## config.mk

```make
export PLATFORM = sky130hd
export DESIGN_NAME = rpm_error_calc
export DESIGN_NICKNAME = d
export VERILOG_FILES = /design/src/rtl/rpm_pkg.sv /design/src/rtl/rpm_error_calc_quad_decoder.sv /design/src/rtl/rpm_error_calc.sv
export SDC_FILE = /design/constraint.sdc
export NUM_CORES = 1
export LEC_CHECK = 0
export ABC_AREA = 0
export CORE_MARGIN = 2
export CORE_UTILIZATION = 25
export DETAILED_ROUTE_END_ITERATION = 8
export GPL_TIMING_DRIVEN = 1
export PLACE_DENSITY_LB_ADDON = 0.1
export SETUP_SLACK_MARGIN = 0.5
export SYNTH_ARGS = -nofsm -noshare
export SYNTH_HDL_FRONTEND = slang
export SYNTH_SLANG_ARGS = --single-unit
```

## constraint.sdc

```tcl
create_clock -name clk -period 6.5 [get_ports clk]
set_clock_uncertainty 0.2 [all_clocks]
set_input_delay 1.3 -clock clk [delete_from_list [all_inputs] [get_ports clk]]
set_output_delay 1.3 -clock clk [all_outputs]
set_load 0.005 [all_outputs]
```

## src/rtl/rpm_pkg.sv

```systemverilog
// Shared types and sign-magnitude helpers for the wheel-speed PI loop.
package rpm_pkg;

  localparam int DEF_N_WIDTH = 17;
  localparam int DEF_Q_WIDTH = 8;
  localparam int TC_WIDTH    = DEF_N_WIDTH + 1;
  localparam int unsigned SAT_MAG = (2 ** 16) - 1;

  // Two-bit signed step codes produced by the quadrature decoder.
  localparam logic [1:0] STEP_NONE = 2'b00;
  localparam logic [1:0] STEP_FWD  = 2'b01;
  localparam logic [1:0] STEP_REV  = 2'b11;

  typedef enum logic [2:0] {
    ST_COUNT,
    ST_LATCH,
    ST_CONVERT,
    ST_SUBTRACT,
    ST_PUBLISH
  } state_t;

  // Sign-magnitude to two's complement; -0 maps to 0.
  function automatic logic signed [TC_WIDTH-1:0] sm_to_tc(input logic [DEF_N_WIDTH-1:0] sm);
    logic signed [TC_WIDTH-1:0] mag;
    mag = {2'b00, sm[DEF_N_WIDTH-2:0]};
    return sm[DEF_N_WIDTH-1] ? -mag : mag;
  endfunction

  // Two's complement to sign-magnitude, magnitude saturated to SAT_MAG; zero is always +0.
  function automatic logic [DEF_N_WIDTH-1:0] tc_to_sm_sat(input logic signed [TC_WIDTH-1:0] v);
    logic [TC_WIDTH-1:0]    mag;
    logic [DEF_N_WIDTH-1:0] sm;
    mag = v[TC_WIDTH-1] ? TC_WIDTH'(-v) : TC_WIDTH'(v);
    if (mag > TC_WIDTH'(SAT_MAG)) begin
      mag = TC_WIDTH'(SAT_MAG);
    end
    if (mag == '0) begin
      sm = '0;
    end else begin
      sm = {v[TC_WIDTH-1], mag[DEF_N_WIDTH-2:0]};
    end
    return sm;
  endfunction

endpackage

```

## src/rtl/rpm_error_calc_quad_decoder.sv

```systemverilog
// 4x quadrature decoder: 2-FF synchronizers, transition decode, sticky fault.
module quad_decoder
  import rpm_pkg::*;
(
  input  logic       clk,
  input  logic       reset,
  input  logic       enc_a,
  input  logic       enc_b,
  output logic [1:0] step,
  output logic       fault
);

  logic [1:0] sync1;
  logic [1:0] sync2;
  logic [1:0] ab_prev;
  logic       illegal;

  always_ff @(posedge clk or posedge reset) begin
    if (reset) begin
      sync1   <= '0;
      sync2   <= '0;
      ab_prev <= '0;
      fault   <= 1'b0;
    end else begin
      sync1   <= {enc_a, enc_b};
      sync2   <= sync1;
      ab_prev <= sync2;
      if (illegal) begin
        fault <= 1'b1;
      end
    end
  end

  always_comb begin
    step    = STEP_NONE;
    illegal = 1'b0;
    case ({ab_prev, sync2})
      4'b00_01, 4'b01_11, 4'b11_10, 4'b10_00: step = STEP_FWD;
      4'b00_10, 4'b10_11, 4'b11_01, 4'b01_00: step = STEP_REV;
      4'b00_11, 4'b11_00, 4'b01_10, 4'b10_01: illegal = 1'b1;
      default: ;
    endcase
  end

endmodule

```

## src/rtl/rpm_error_calc.sv

```systemverilog
// Encoder speed measurement and setpoint error for the PI loop.
// Optional: RPM_ERR_FILTER_EN averages current and previous window snapshots.
module rpm_error_calc
  import rpm_pkg::*;
#(
  parameter int WINDOW_CYCLES = 500000,
  parameter int COUNT_WIDTH   = 16,
  parameter int N_WIDTH       = DEF_N_WIDTH,
  parameter int Q_WIDTH       = DEF_Q_WIDTH
) (
  input  logic                   clk,
  input  logic                   reset,
  input  logic                   enc_a,
  input  logic                   enc_b,
  input  logic [N_WIDTH-1:0]     setpoint,
  input  logic                   enable,
  output logic [N_WIDTH-1:0]     error_k,
  output logic [COUNT_WIDTH-1:0] meas_count,
  output logic                   error_valid,
  output logic                   pi_tick,
  output logic                   enc_fault
);

  localparam int WIN_W = $clog2(WINDOW_CYCLES);
  localparam int INT_W = N_WIDTH - 1 - Q_WIDTH;
  localparam logic [WIN_W-1:0] WIN_LAST = WIN_W'(WINDOW_CYCLES - 1);
  localparam logic [WIN_W-1:0] WIN_PRE  = WIN_W'(WINDOW_CYCLES - 2);
  localparam logic signed [COUNT_WIDTH-1:0] CNT_MAX = COUNT_WIDTH'((2 ** (COUNT_WIDTH - 1)) - 1);
  localparam logic signed [COUNT_WIDTH-1:0] CNT_MIN = -CNT_MAX;
  localparam logic [INT_W-1:0] INT_MAX = '1;

  state_t state;
  state_t state_next;
  logic   latch_en;
  logic   convert_en;
  logic   load_en;

  logic [WIN_W-1:0]              win_cnt;
  logic [1:0]                    step;
  logic signed [COUNT_WIDTH-1:0] step_ext;
  logic signed [COUNT_WIDTH-1:0] edge_cnt;
  logic signed [COUNT_WIDTH-1:0] edge_next;
  logic signed [COUNT_WIDTH-1:0] snap;
  logic signed [COUNT_WIDTH-1:0] meas_val;
  logic [COUNT_WIDTH-1:0]        meas_abs;
  logic [INT_W-1:0]              meas_int;
  logic [N_WIDTH-1:0]            sp_reg;
  logic [N_WIDTH-1:0]            meas_sm;
  logic [N_WIDTH-1:0]            meas_sm_next;
  logic [N_WIDTH-1:0]            err_next;
  logic signed [TC_WIDTH-1:0]    diff;

  quad_decoder u_dec (
    .clk   (clk),
    .reset (reset),
    .enc_a (enc_a),
    .enc_b (enc_b),
    .step  (step),
    .fault (enc_fault)
  );

  // FSM state register
  always_ff @(posedge clk or posedge reset) begin
    if (reset) begin
      state <= ST_COUNT;
    end else begin
      state <= state_next;
    end
  end

  // FSM next state; LATCH lines up with the window's terminal count
  always_comb begin
    state_next = state;
    case (state)
      ST_COUNT:    if (win_cnt == WIN_PRE) state_next = ST_LATCH;
      ST_LATCH:    state_next = ST_CONVERT;
      ST_CONVERT:  state_next = ST_SUBTRACT;
      ST_SUBTRACT: state_next = ST_PUBLISH;
      ST_PUBLISH:  state_next = ST_COUNT;
      default:     state_next = ST_COUNT;
    endcase
  end

  // FSM outputs
  always_comb begin
    latch_en    = (state == ST_LATCH);
    convert_en  = (state == ST_CONVERT);
    load_en     = (state == ST_SUBTRACT);
    error_valid = (state == ST_PUBLISH);
  end

  // Free-running sample window counter
  always_ff @(posedge clk or posedge reset) begin
    if (reset) begin
      win_cnt <= '0;
    end else if (win_cnt == WIN_LAST) begin
      win_cnt <= '0;
    end else begin
      win_cnt <= win_cnt + 1'b1;
    end
  end

  // Saturating next edge count
  always_comb begin
    step_ext  = {{(COUNT_WIDTH - 2){step[1]}}, step};
    edge_next = edge_cnt + step_ext;
    if ((step == STEP_FWD && edge_cnt == CNT_MAX) ||
        (step == STEP_REV && edge_cnt == CNT_MIN)) begin
      edge_next = edge_cnt;
    end
  end

  // Edge counter, snapshot and setpoint sample; restart keeps this cycle's step
  always_ff @(posedge clk or posedge reset) begin
    if (reset) begin
      edge_cnt <= '0;
      snap     <= '0;
      sp_reg   <= '0;
    end else if (latch_en) begin
      snap     <= edge_cnt;
      edge_cnt <= step_ext;
      sp_reg   <= setpoint;
    end else begin
      edge_cnt <= edge_next;
    end
  end

`ifdef RPM_ERR_FILTER_EN
  localparam logic signed [COUNT_WIDTH:0] SUM_ONE = 1;
  logic signed [COUNT_WIDTH-1:0] prev_snap;
  logic signed [COUNT_WIDTH:0]   pair_sum;

  // Previous snapshot history
  always_ff @(posedge clk or posedge reset) begin
    if (reset) begin
      prev_snap <= '0;
    end else if (convert_en) begin
      prev_snap <= snap;
    end
  end

  // Two-window average, negative sums biased so the halving truncates toward zero
  always_comb begin
    pair_sum = {snap[COUNT_WIDTH-1], snap} + {prev_snap[COUNT_WIDTH-1], prev_snap};
    if (pair_sum[COUNT_WIDTH]) begin
      meas_val = COUNT_WIDTH'((pair_sum + SUM_ONE) >>> 1);
    end else begin
      meas_val = COUNT_WIDTH'(pair_sum >>> 1);
    end
  end
`else
  // Raw snapshot is the measurement
  always_comb begin
    meas_val = snap;
  end
`endif

  // Measured speed to sign-magnitude Q8, integer part clamped
  always_comb begin
    meas_abs     = meas_val[COUNT_WIDTH-1] ? COUNT_WIDTH'(-meas_val) : COUNT_WIDTH'(meas_val);
    meas_int     = (meas_abs > COUNT_WIDTH'(INT_MAX)) ? INT_MAX : meas_abs[INT_W-1:0];
    meas_sm_next = {meas_val[COUNT_WIDTH-1], meas_int, {Q_WIDTH{1'b0}}};
  end

  // Saturated setpoint - measured
  always_comb begin
    diff     = sm_to_tc(sp_reg) - sm_to_tc(meas_sm);
    err_next = tc_to_sm_sat(diff);
  end

  // Output registers load on the SUBTRACT->PUBLISH edge so error_k changes with error_valid
  always_ff @(posedge clk or posedge reset) begin
    if (reset) begin
      meas_sm    <= '0;
      error_k    <= '0;
      meas_count <= '0;
      pi_tick    <= 1'b0;
    end else begin
      pi_tick <= error_valid;
      if (convert_en) begin
        meas_sm <= meas_sm_next;
      end
      if (load_en) begin
        error_k    <= enable ? err_next : '0;
        meas_count <= snap;
      end
    end
  end

endmodule

```

==> qor.yml, run 1 <==
setup_path:
  cp-start-kind: "flip-flop"
  worstPathRequired_ns: 6.59
  path_max_fanout: 31
  rr_startpoint: "sp_reg[0]$_DFFE_PP0P_"
  worstSetupPathType: "flip-flop to flip-flop"
  startpoint: "sp_reg[0]$_DFFE_PP0P_"
  cp.arrival_ns: 5.63
  end_kind: "flip-flop"
timing:
  tns_ns: 0
  finalSetupViolations: 0
  rsz0062_at_grt: "false"
  max_freq_mhz: 180
  post-route-period-util_pct: 85.3
  tightest_slew_ns: 1.22
  final_hold_viol_count: 0
  fin_crit_ns: 5.54
  slew_headroom_pct: 18.8
  final_max_slew_viol_count: 0
clocking:
  cts_root_buffer: "clkbuf_16"
  htreeDepth: 4
  clock_path_buffers: 2
  clkTransAtPathRegs_ns: 0.07
  numClockSinks: 121
  cts_tree: "done"
  worst_skew_pair.late_latency_ns: 0.42
  numCtsBuffers: 17
floorplanning:
  die_area_mm2: 0.0304
  rows: 62
  core_area_mm2: 0.0286
  io_pins: 58
  start_util_pct: 25.4
  die_y_um: 174
  die_w_um: 174
synth:
  synth_edf_count: 0
  syn_avg_cell_area_um2: 9.22
  syn-num-nets: 840
  async_reset_ff_share_pct: 100
  synth_seq_area_share_pct: 41.7
  synthCells: 787
  synth-main-ff-cell: "dfrtp_1"
  ys_ff_latch: 121
  synth_cell_types: 69
  yosys_warnings: 0
  syn_area_mm2: 0.00726
pwr:
  seqPwrFrac_pct: 39.9
  p_sw_share_pct: 32.2
  power.internal_uw: 1540
  p_per_area_mw_per_mm2: 258
  leakage_uw: 0.00389
  comb_power_share_pct: 20.8
  p_sw_uw: 729
  vdd_drop_max_v: 0.000159
  pwr-share-clk_pct: 39.3
route:
  drtAntennaViolNets: 0
  drcViolationCount: 0
  routed_wl_um: 19400
  wl_per_cell_um: 15.6
  via_per_inst: 4.69
  drtIter0Drc: 337
  via_count: 5812
  drt_first_pass_iters: 5
run:
  cap_violations: 0
global_routing:
  grt_pass1_wl_um: 32500
  grt_max_degree: 72
  track_usage_pct: 13.4
  grt_pass1_vias: 5854
  gr-total-overflow: 0
  antenna_found_initial: 0
layout:
  layout-drive-gt1-share_pct: 10.5
  final_common_cell: "dfrtp_1"
  area_growth_pct: 21.2
  final_util_pct: 30.7
  largest_register_ffs: 19
  layout_common_cells: "121 x dfrtp_1, 111 x nand2_1, 71 x nor2_1"
  num_antenna_cells: 0
  num-nets-final: 896
  fillCellCount: 3028
worst_hold_path:
  hold_path_startpoint: "u_dec.sync1[1]$_DFF_PP0_"
  hp-class: "flip-flop to flip-flop"
placed_design:
  dpl.hpwl_um: 13800
  globalplace.congestion: 0.741
  io_buffers: 57
run_status:
  run_status: "complete, no violations"
## cell usage after synthesis (all sizes together), types with 7 or more instances
master | count | area share (%)
xor2 | 35 | 4.2
nor2 | 71 | 3.7
nor3 | 15 | 1.0
inv | 25 | 1.3
mux2 | 29 | 4.5
or3 | 8 | 0.69
o21a | 7 | 0.72
o31ai | 12 | 1.2
or4 | 7 | 0.83
nand3 | 13 | 0.90
a21oi | 40 | 2.8
nor2b | 8 | 0.69
clkbuf | 19 | 0.98
o21ai | 71 | 4.9
ha | 30 | 5.2
dfrtp | 121 | 42
xnor2 | 46 | 5.5
buf | 9 | 0.78
nand4 | 9 | 0.78
nand2 | 111 | 5.7
## logic make-up (layout without fill, tap and decap cells)
group / Yosys count / in the layout / synth area share, %
compound gates: 173 / 173 / 14.6
xor+xnor: 82 / 82 / 10.1
fa+ha+maj: 31 / 31 / 5.45
buf+inv: 53 / 122 / 3.05
flops: 121 / 121 / 41.7
mux: 35 / 35 / 5.33
simple gates: 292 / 292 / 19.8
## through the flow
stage / hold WS, ns / setup slack [ns] / power [uW] / std cells / area [um^2]
final: 0.149 / 0.955 / 2270 / 1240 / 8800
after global routing: 0.155 / 0.578 / 2420 / 1240 / 8800
after CTS: 0.152 / 0.913 / 2310 / 1240 / 8790
after detailed placement: 0.136 / 0.953 / 1390 / 1208 / 8250
after global placement: 0.136 / 0.944 / 1390 / 1208 / 8250
after floorplan: 0.131 / 1.65 / 1260 / 787 / 7260
## repair_timing
item | 4_1_cts | 5_1_grt
resized for setup | 0 | 1
endpoints found under the setup margin | 0 | 1
setup buffers | 0 | 0
hold buffers | 0 | 0
## metal layers
layer | share of wire, % | GRT usage (%) | up-vias
met4 | 1.4 | 4.34 | 0
met1 | 50 | 18.8 | 2803
met5 | 0 | 0 | -
li1 | - | - | 2896
met3 | 2.8 | 2.30 | 18
met2 | 45 | 20.9 | 95
## final cells by class
type	instances	area (um^2)	share of cell area, %
Timing Repair Buffer	65	631	7.17
Multi-Input combinational cell	613	4020	45.7
Inverter	25	96.3	1.10
Clock inverter	14	115	1.31
Tap cell	384	480	5.46
Clock buffer	18	429	4.88
Sequential cell	121	3030	34.4
## power by group through the flow
stage                     Sequential [uW]  Combinational (uW)  Clock (uW)
after floorplan                       868                 389           0
after global placement                919                 474           0
after detailed placement              919                 474           0
after CTS                             905                 477         925
after global routing                  914                 547         954
final                                 904                 472         891
## critical path, stage by stage, from the launching register on
cell and delay (ns):
dfrtp_1 0.42, inv_1 0.17, ha_1 0.25, or3b_4 0.44, or2_2 0.33, or4_1 0.43
o21ai_0 0.21, xnor2_1 0.12, ha_1 0.41, a41oi_1 0.26, o22ai_1 0.13, a211oi_1 0.23
xor3_2 0.74, a31oi_1 0.27, xnor2_1 0.20, o2111ai_1 0.16, nor4_1 0.30, a31oi_1 0.13
## final timing paths
check	to	slack, ns	cells past startpoint
hold / removal	u_dec.sync2[1]$_DFF_PP0_	0.15	0
hold reg to reg	u_dec.sync2[1]$_DFF_PP0_	0.15	0
max in group asynchronous	meas_val[2]$_DFFE_PP0P_	3.91	3
setup reg to reg	error_k[16]$_DFFE_PP0P_	0.96	17
setup / recovery	error_k[16]$_DFFE_PP0P_	0.96	17
min in group asynchronous	pi_tick$_DFF_PP0_	1.24	2
No activity file was read; power rests on OpenSTA's default activity.
==> inputs of run 2 (changes only) <==
==> constraint.sdc (replaced) <==
create_clock -name clk -period 6.5 [get_ports clk]
set_clock_uncertainty 0.2 [all_clocks]
set_input_delay 0.65 -clock clk [delete_from_list [all_inputs] [get_ports clk]]
set_output_delay 0.65 -clock clk [all_outputs]
set_load 0.005 [all_outputs]
==> run 2 against run 1 <==
- non-clock buffer count shrank 1
- clock-buffer cell count shrank 1
- design area grew 0.63%
==> qor.yml, run 2 (synthesized netlist as in run 1, its figures left out) <==
run_status:
  run_status: "complete, no violations"
route:
  drtAntennaViolNets: 0  # unchanged
  wl_met3_um: 727  # +33%
  met1_length_um: 9940  # +1.5%
  met2_length_um: 8740  # -0.46%
  wl_per_cell_um: 15.9  # +1.4%
  drcViolationCount: 0  # unchanged
  via_per_inst: 4.65  # -0.73%
  drtIter0Drc: 341  # +1.2%
  drt_first_pass_iters: 5  # unchanged
  routed_wl_um: 19700  # +1.3%
  via_count: 5765  # -0.81%
  top_layer_used: "met4"
setup_path:
  reg2regPathDepth: 17  # unchanged
  crit_slowest_cell: "xor3_2"
  cpMostUsedCell: "ha_1"
  worstSetupPathType: "flip-flop to flip-flop"
  cp-start-kind: "flip-flop"
  regToRegSetupSlack_ns: 0.99  # +0.03 ns
  crit_chain: "inv_1 > ha_1 > or3b_4 > or2_2 > or4_1 > o21ai_0 > xnor2_1 > ha_1 > a41oi_1 > o22ai_1 > a211oi_1 > xor3_2 > a311oi_1 > a21oi_1 > xor2_1 > nor4_1 > a31oi_1"
  worstPathRequired_ns: 6.60  # about the same
  path_buf_inv: 1  # unchanged
  worstSetupPathDepth: 17  # unchanged
  path_delay_family: "simple AND/OR/NAND/NOR gates"
  path_max_fanout: 31  # unchanged
  max_stage_delay_ns: 0.75  # about the same
  end_kind: "flip-flop"
  cp.arrival_ns: 5.61  # -0.02 ns
clocking:
  numClockSinks: 121  # unchanged
  clock_path_buffers: 2  # unchanged
  cts_tree: "done"
  cts_root_buffer: "clkbuf_16"
  worst_skew_pair.late_latency_ns: 0.42  # about the same
  clkTransAtPathRegs_ns: 0.07  # about the same
  numCtsBuffers: 17  # unchanged
  htreeDepth: 4  # unchanged
  cts_hold_buf: 0  # unchanged
layout:
  num-nets-final: 895  # -0.11%
  final_common_cell: "dfrtp_1"
  largest_register_ffs: 19  # unchanged
  num_antenna_cells: 0  # unchanged
  area_growth_pct: 21.9
  layout-drive-gt1-share_pct: 10.5  # +0.012 points
  final_util_pct: 30.9  # +0.19 points
  fin_cells: 1239  # -0.081%
  layout_common_cells: "121 x dfrtp_1, 111 x nand2_1, 71 x nor2_1"
timing:
  slew_headroom_pct: 19.6  # +0.79 points
  post-route-period-util_pct: 84.8  # -0.47 points
  tightest_slew_ns: 1.21  # -0.0119 ns
  final_hold_viol_count: 0  # unchanged
  tns_ns: 0  # unchanged
  finalSetupViolations: 0  # unchanged
  hold-worst-slack_ns: 0.148  # -0.00102 ns
  rsz0062_at_grt: "false"
  max_freq_mhz: 181  # +0.56%
  final_max_slew_viol_count: 0  # unchanged
  layout_setup_ws_ns: 0.986  # +0.0308 ns
  fin_crit_ns: 5.51  # -0.0308 ns
worst_hold_path:
  worstHoldPathCells: 0  # unchanged
  hp-class: "flip-flop to flip-flop"
placed_design:
  dpl.hpwl_um: 13800  # -0.19%
  io_buffers: 57  # unchanged
  dp_cells: 1207  # -0.083%
  pre_cts_ws_ns: 0.982  # +0.0290 ns
  globalplace.congestion: 0.749  # +1.1%
run:
  cap_violations: 0  # unchanged
floorplanning:
  io_pins: 58  # unchanged
  rows: 62  # unchanged
  core_area_mm2: 0.0286  # unchanged
  die_y_um: 174  # unchanged
  die_w_um: 174  # unchanged
  die_area_mm2: 0.0304  # unchanged
  start_util_pct: 25.4  # unchanged
pwr:
  leakage_uw: 0.00392  # +0.63%
  p_sw_uw: 748  # +2.6%
  vdd_drop_max_v: 0.000185  # +16%
  pwr-share-clk_pct: 42.1  # +2.8 points
  p_per_area_mw_per_mm2: 268  # +3.9%
  comb_power_share_pct: 19.8  # -1.0 points
  p_sw_share_pct: 31.5  # -0.62 points
  power.internal_uw: 1620  # +5.5%
  seqPwrFrac_pct: 38.1  # -1.8 points
global_routing:
  track_usage_pct: 13.5  # +0.068 points
  antenna_found_initial: 0  # unchanged
  grt_pass1_vias: 5871  # +0.29%
  grt_max_degree: 67  # -6.9%
  gr-total-overflow: 0  # unchanged
  grt_pass1_wl_um: 32500  # +0.15%
-- run 2: layer usage --
metal | vias to the layer above | track usage, %
met5 | - | 0
met1 | 2761 | 19.1
li1 | 2888 | -
met4 | 0 | 3.68
met2 | 100 | 20.6
met3 | 16 | 2.93
-- run 2: power by group through the flow --
stage	combinational (uW)	sequential [uW]	clock [uW]
finish	470	903	998
global route	544	912	1060
CTS	474	903	1030
detailed placement	471	917	0
global placement	473	919	0
floorplan	389	868	0
-- run 2: final cells by class --
type	instances	area, um^2
clock buffers	17	425
clock inverters	15	181
well taps	384	480
inverters	25	96.3
fillers	2989	19800
multi-input cells	613	4020
repair buffers	64	623
flip-flops and latches	121	3030
-- run 2: final timing paths --
| kind | startpoint | to |
|---|---|---|
| worst max-delay path | sp_reg[0]$_DFFE_PP0P_ | error_k[16]$_DFFE_PP0P_ |
| worst min-delay path | u_dec.sync1[1]$_DFF_PP0_ | u_dec.sync2[1]$_DFF_PP0_ |
| worst max register to register | sp_reg[0]$_DFFE_PP0P_ | error_k[16]$_DFFE_PP0P_ |
| worst min register to register | u_dec.sync1[1]$_DFF_PP0_ | u_dec.sync2[1]$_DFF_PP0_ |
| max in group asynchronous | reset | meas_count[0]$_DFFE_PP0P_ |
| min in group asynchronous | reset | pi_tick$_DFF_PP0_ |
-- run 2: worst register-to-register path, stage by stage, from the launching register on --
cell	delay [ns]
dfrtp_1	0.42
inv_1	0.18
ha_1	0.26
or3b_4	0.44
or2_2	0.33
or4_1	0.43
o21ai_0	0.21
xnor2_1	0.11
ha_1	0.42
a41oi_1	0.24
o22ai_1	0.12
a211oi_1	0.25
xor3_2	0.75
a311oi_1	0.31
a21oi_1	0.08
xor2_1	0.18
nor4_1	0.34
a31oi_1	0.13
-- run 2: repair_timing --
action | CTS | global route
resized for setup | 0 | 1
setup endpoints to repair | 0 | 6
buffers inserted | 0 | 0
-- run 2: through the flow --
step                power (uW)  cell area (um^2)
finish                    2370              8850
detailed placement        1390              8240
CTS                       2400              8850
global placement          1390              8240
floorplan                 1260              7260
global route              2510              8850
